<file path="config.mk">
export PLATFORM = sky130hd
export DESIGN_NAME = sequence_match_logger
export DESIGN_NICKNAME = d
export VERILOG_FILES = /design/src/rtl/sequence_match_logger.sv
export SDC_FILE = /design/constraint.sdc
export NUM_CORES = 1
export LEC_CHECK = 0
export CAP_MARGIN = 10
export CORE_MARGIN = 3
export CORE_UTILIZATION = 60
export CTS_BUF_LIST = sky130_fd_sc_hd__clkbuf_4 sky130_fd_sc_hd__clkbuf_8
export DETAILED_ROUTE_END_ITERATION = 7
export PLACE_DENSITY = 0.81
export SLEW_MARGIN = 30
export SYNTH_ARGS = -nofsm -noshare
export SYNTH_HDL_FRONTEND = slang
export SYNTH_SLANG_ARGS = --single-unit
export TNS_END_PERCENT = 1
</file>
<file path="constraint.sdc">
create_clock -name clk -period 2.4 [get_ports clk]
set_input_delay 0.48 -clock clk [delete_from_list [all_inputs] [get_ports clk]]
set_output_delay 0.48 -clock clk [all_outputs]
set_load 0.05 [all_outputs]
</file>
<file path="src/rtl/sequence_match_logger.sv">
// Timestamps sequence_found pulses into a small valid/ready FIFO and keeps match/overflow status.
// Define SEQ_LOGGER_GAP_EN to store inter-match gaps instead of absolute timestamps.
`timescale 1ns/1ps
module sequence_match_logger #(
   parameter int TS_W  = 16,
   parameter int DEPTH = 4,
   parameter int CNT_W = 8
) (
   input  logic                     clk,
   input  logic                     reset_n,
   input  logic                     clear,
   input  logic                     sequence_found,
   input  logic                     evt_ready,
   output logic                     evt_valid,
   output logic [TS_W-1:0]          evt_ts,
   output logic [CNT_W-1:0]         match_count,
   output logic                     overflow,
   output logic [$clog2(DEPTH):0]   fifo_level
);

   localparam int PTR_W = $clog2(DEPTH);
   localparam int LVL_W = PTR_W + 1;

   logic [TS_W-1:0]  stamp;
   logic [TS_W-1:0]  mem [DEPTH];
   logic [PTR_W-1:0] wr_ptr;
   logic [PTR_W-1:0] rd_ptr;
   logic [LVL_W-1:0] level_nxt;
   logic             push_req;
   logic             pop;
   logic             full;
   logic             wr_en;

   // clear overrides the handshake: a match or pop in a clearing cycle has no effect
   assign push_req  = sequence_found && !clear;
   assign pop       = evt_valid && evt_ready && !clear;
   assign full      = (fifo_level == LVL_W'(DEPTH));
   assign wr_en     = push_req && (!full || pop);
   assign evt_valid = (fifo_level != '0);
   assign evt_ts    = mem[rd_ptr];

`ifdef SEQ_LOGGER_GAP_EN
   logic [TS_W-1:0] gap;

   // Saturates rather than wraps; restarts on every match, even one that is dropped
   always_ff @(posedge clk or negedge reset_n) begin
      if (!reset_n)
         gap <= '0;
      else if (clear || sequence_found)
         gap <= '0;
      else if (gap != '1)
         gap <= gap + TS_W'(1);
   end

   assign stamp = gap;
`else
   logic [TS_W-1:0] ts;

   // NOTE: sequential state uses non-blocking assignments so every register samples pre-edge values.
   always_ff @(posedge clk or negedge reset_n) begin
      if (!reset_n)
         ts <= '0;
      else if (clear)
         ts <= '0;
      else
         ts <= ts + TS_W'(1);
   end

   assign stamp = ts;
`endif

   // NOTE: the storage array is reset too so evt_ts reads 0 out of reset; at this depth it is cheap.
   always_ff @(posedge clk or negedge reset_n) begin
      if (!reset_n) begin
         for (int i = 0; i < DEPTH; i++)
            mem[i] <= '0;
      end else if (wr_en) begin
         mem[wr_ptr] <= stamp;
      end
   end

   // When full with a pop, wr_ptr equals rd_ptr: the old head leaves as the new tail lands there
   always_ff @(posedge clk or negedge reset_n) begin
      if (!reset_n) begin
         wr_ptr     <= '0;
         rd_ptr     <= '0;
         fifo_level <= '0;
      end else if (clear) begin
         wr_ptr     <= '0;
         rd_ptr     <= '0;
         fifo_level <= '0;
      end else begin
         if (wr_en)
            wr_ptr <= wr_ptr + PTR_W'(1);
         if (pop)
            rd_ptr <= rd_ptr + PTR_W'(1);
         fifo_level <= level_nxt;
      end
   end

   // NOTE: default assignment first so this always_comb cannot infer a latch.
   always_comb begin
      level_nxt = fifo_level;
      if (wr_en && !pop)
         level_nxt = fifo_level + LVL_W'(1);
      else if (!wr_en && pop)
         level_nxt = fifo_level - LVL_W'(1);
   end

   always_ff @(posedge clk or negedge reset_n) begin
      if (!reset_n)
         match_count <= '0;
      else if (clear)
         match_count <= '0;
      else if (sequence_found && match_count != '1)
         match_count <= match_count + CNT_W'(1);
   end

   always_ff @(posedge clk or negedge reset_n) begin
      if (!reset_n)
         overflow <= 1'b0;
      else if (clear)
         overflow <= 1'b0;
      else if (push_req && full && !pop)
         overflow <= 1'b1;
   end

endmodule

</file>
# Yosys cells after proc, flatten, opt, wreduce, memory -nomap -nowiden
# Index checks and enable logic that the tools add are counted.
# op_classes
n_addsub	6
multipliers	0
div_mod_pow	0
magnitude_cmp	3
eq_ne	2
shifts	0
muxes	18
bitwise	2
n_reduce_logical	21
# op_table
cell	n
bitwise mux 64 bit	1
2-to-1 mux 16 bit	4
binary-select mux 16 bit (select 2 bit)	1
demux 16 bit (select 2 bit)	1
adder 16 x 1 -> 16 bit, second input constant	1
2-to-1 mux 8 bit	2
logical AND 1 bit	10
2-to-1 mux 3 bit	3
adder 8 x 1 -> 8 bit, second input constant	1
2-to-1 mux 2 bit	4
!= test 8 bit, second input constant	1
nonzero test 2 bit	4
greater-or-equal comparator 3 bit, second input constant	2
inverter 2 -> 3 bit	2
nonzero test 3 bit	2
adder 2 x 1 -> 2 bit, second input constant	2
logical NOT 1 bit	4
adder 3 x 1 -> 3 bit, second input constant	1
== test 3 bit, second input constant	1
less-than comparator 3 x 1 -> 1 bit, second input constant	1
subtractor 3 x 1 -> 3 bit, second input constant	1
2-to-1 mux 1 bit	2
logical OR 1 bit	1
# totals
register_bits	96
latch_bits	0
ramBits	0
romBits	0
input_bits	5
wordCells	62
n_memories	0

# Longest topological paths before layout
# depth
depth_word	10
mapped_depth	8

# Least setup slack after synthesis
# OpenSTA, ideal clock, no wires.
# synth_timing
kind	reg2reg
start	register fifo_level[2]
end	register fifo_level[2]
arrival_ns	2.227
slack_ns	0.037
path_stages_with_launch	9
path_buffers	1
path_cell_list	dfrtp_1 > clkbuf_2 > nor4b_4 > nor3_1 > fa_1 > o21ai_0 > a31oi_1 > a31oi_1 > a21oi_1
# synth_between
elab_chain_cells	8
# synth_lines
item	line	text
from (decl)	18	output logic [$clog2(DEPTH):0] fifo_level
from (signal assigned)	97	fifo_level <= level_nxt;
parallel branches: the longest is 8 deep, another holds subtractor 3 x 1 -> 3 bit	--	
# Parallel ways; which one is timed is not known. The select of a mux whose other input is x is not followed.
# A chain may end at the register's enable or synchronous reset.

# Worst setup path in the final report
# layout_timing
start	register fifo_level[1]
end	output port fifo_level[1]
# No word-level cell between the ends.

==> flow_summary.yaml <==
status:
  outcome: "complete, no violations"
logic_synthesis:
  synth_common_cells: "dfrtp_1 (96), mux2_4 (40), nor2_1 (26), mux2_2 (24), mux4_2 (16)"
  synth_top_area_share: 0.509
  ys.warnings.count: 0
  yosysMostFrequentCell: "dfrtp_1"
  yosys.area.top_type: "dfrtp_1"
  avgSynthCellArea_um2: 13.8
  synth_cells: 342
  syn-num-nets: 354
  ys_types: 42
  synthTopCellsByArea: "dfrtp_1 (51%), mux2_4 (13%), mux4_2 (7.6%), mux2_2 (5.7%), nor2_1 (2.1%)"
  synth_area_um2: 4720
  async_flop_share: 1.00
  ys_seq_elements: 96
  yosysSeqAreaShare: 0.509
  synth_edf_count: 0
  ys.flop_type: "dfrtp_1"
worst_setup_path:
  rr_endpoint: "fifo_level[2]$_DFFE_PN0P_"
  cp_num_buf_inv: 1
  cp_cell_sequence: "clkdlybuf4s50_1"
  cpPeakStageDelay_ns: 0.87
  timing.rr.start: "fifo_level[1]$_DFFE_PN0P_"
  reg2reg_depth: 7
  path_depth: 1
  criticalPathCategory: "reg -> out"
  endpoint_kind: "output port"
  crit_family: "buffers and inverters"
  cp-start-kind: "register"
  cp_data_arrival_time_ns: 1.79
  slowest_stage: "clkdlybuf4s50_1"
  ff2ff_setup_slack_ns: 0.38
  cp_max_fo: 10
  critical_path_required_ns: 1.92
floorplan:
  io_pins: 34
  die_y_um: 94.7
  start_util: 0.634
  row_count: 31
  core_um2: 7450
  dieArea_um2: 8970
  die_w_um: 94.7
global_route:
  antenna_found_initial: 0
  overflow: 0
  grt_pass1_wl_um: 14000
  grt_pass1_vias: 2812
  track_usage: 0.208
  grt_max_degree: 50
placed_design:
  pre_cts_slack_ns: 0.0333
  port_buffers: 33
  hpwl_um: 5570
  place_congestion: 0.799
  dpl.cell_count: 463
cts:
  postCtsSetupBuffers: 0
  cts-htree-levels: 3
  path_clk_slew_ns: 0.09
  cts.sinks: 96
  cts_root_buffer: "clkbuf_8"
  insertion_delay_ns: 0.36
  cts_buffers: 9
  cts_tree: "built"
  cts_max_path_buffers: 2
timing:
  fin_setup_tns_ns: 0
  relSlewSlack: 0.667
  max_slew.worst_pin.slew_ns: 0.498
  layout_min_cycle_time_ns: 2.27
  fmax_mhz: 441
  finClkSkew_ns: 0.00989
  hold_viol: 0
  setup_viol: 0
  slew_viol_final: 0
  period_share: 0.944
  setup_ws_ns: 0.134
  rsz0062_at_grt: "false"
layout:
  drive_gt1_frac: 0.341
  multiInputGateArea_um2: 2120
  fillers: 504
  finalNonFillerCells: 480
  seqCellArea_um2: 2400
  diodes: 0
  postLayoutCoreUtil: 0.715
  syn2layout_area_growth_pct: 12.8
  final_nets: 388
drt:
  drt_pass1_iterations: 6
  vias: 2736
  wirelength_um: 8340
  drtAntennaViolNets: 0
  wl_per_cell_um: 17.4
  first_iter_violations: 149
  drc: 0
  routed_via_density: 5.70
hold_path:
  worstHoldPathCells: 1
  worstHoldEndpoint: "mem[5]$_DFFE_PN0P_"
  hp-class: "reg -> reg"
  min_from: "mem[5]$_DFFE_PN0P_"
run:
  maxCapViolCount: 0
power_and_ir_drop:
  power_mw: 3.73
  cell_internal_pwr_mw: 2.72
  p_leak_nw: 2.59
  clockPowerShare: 0.329
  p_switching_mw: 1.01
  seq_power_share: 0.483
  p_sw_frac: 0.271
  p_per_area_nw_per_um2: 700
  comb_power_share: 0.188
  ir_drop_mv: 0.582
-- worst max-delay path by stage --
| stage | from | to |
|---|---|---|
| floorplan | fifo_level[2]$_DFFE_PN0P_ | fifo_level[2]$_DFFE_PN0P_ |
| CTS | fifo_level[1]$_DFFE_PN0P_ | fifo_level[1] |
| detailed placement | evt_ready | fifo_level[2]$_DFFE_PN0P_ |
| global route | fifo_level[1]$_DFFE_PN0P_ | fifo_level[1] |
| finish | fifo_level[1]$_DFFE_PN0P_ | fifo_level[1] |
| global placement | evt_ready | fifo_level[2]$_DFFE_PN0P_ |
-- sequential cells by signal, summed over array words and instances, names as in the netlist --
signal       flops
rd_ptr           2
wr_ptr           2
overflow         1
mem             64
match_count      8
fifo_level       3
stamp           16
-- cells by family (layout without fill, tap and decap cells) --
family                     count (synthesis)  in the layout  share of synthesized area
xor gates and xnor gates                  16             16                     0.0297
muxes                                     83             83                      0.267
AOI/OAI and AO/OA                         30             30                     0.0392
buffers and inverters                     32             71                     0.0427
and+or+nand+nor                           78             78                     0.0925
DFF                                       96             96                      0.509
adders and majority gates                  7              7                     0.0201
-- power groups by stage --
stage	registers, mW	clock network [mW]	logic, mW
2_1_floorplan	1.84	0	0.504
3_3_place_gp	1.82	0	0.698
4_1_cts	1.80	1.26	0.711
5_1_grt	1.82	1.33	0.754
3_5_place_dp	1.83	0	0.712
6_report	1.80	1.23	0.702
-- cells in the final DEF, fill, tap and decap left out, types with 3 or more instances in the layout --
cell,instances
a31oi_1,4
mux2_2,24
mux2i_1,3
dfrtp_1,96
nand3_1,12
xor2_1,7
buf_4,26
inv_1,10
nor3_1,7
clkbuf_8,12
nor2_1,26
nand4_1,4
a21oi_1,8
nand2_4,4
mux2_4,40
ha_1,6
or3_1,4
o21ai_0,9
xnor2_1,9
mux4_2,16
clkdlybuf4s50_1,15
nand2_1,8
-- through the flow --
stage | cell area, um^2 | hold slack (ns)
global route | 5330 | 0.525
finish | 5330 | 0.507
CTS | 5330 | 0.513
floorplan | 4720 | 0.184
detailed placement | 5080 | 0.373
global placement | 5080 | 0.367
-- worst register-to-register path, delay by kind of cell (launching register included) --
kind,cells,cell delay [ns]
DFF,1,0.51
muxes,1,0.15
and+or+nand+nor,2,0.40
adders and majority gates,1,0.30
AOI/OAI and AO/OA,3,0.59
-- layer usage --
metal	vias to the layer above	global-route usage	share of wire
met5	-	0	0
met4	0	0.0541	0.0098
met1	1396	0.290	0.48
li1	1290	-	-
met2	41	0.322	0.48
met3	9	0.0614	0.033
-- what timing repair did --
item,in CTS,in global routing
setup endpoints to repair,1,0
endpoints found under the hold margin,16,0
hold buffers,1,0
gates resized for setup,1,0
-- final cells by class --
type | instances | area share
clock buffer | 14 | 0.0338
clock inverter | 2 | 0.0113
inverter | 10 | 0.00705
multi-input combinational | 214 | 0.398
sequential | 96 | 0.451
tap | 99 | 0.0233
timing repair buffer | 45 | 0.0759
Note: power is estimated with default switching activity, not from simulation.
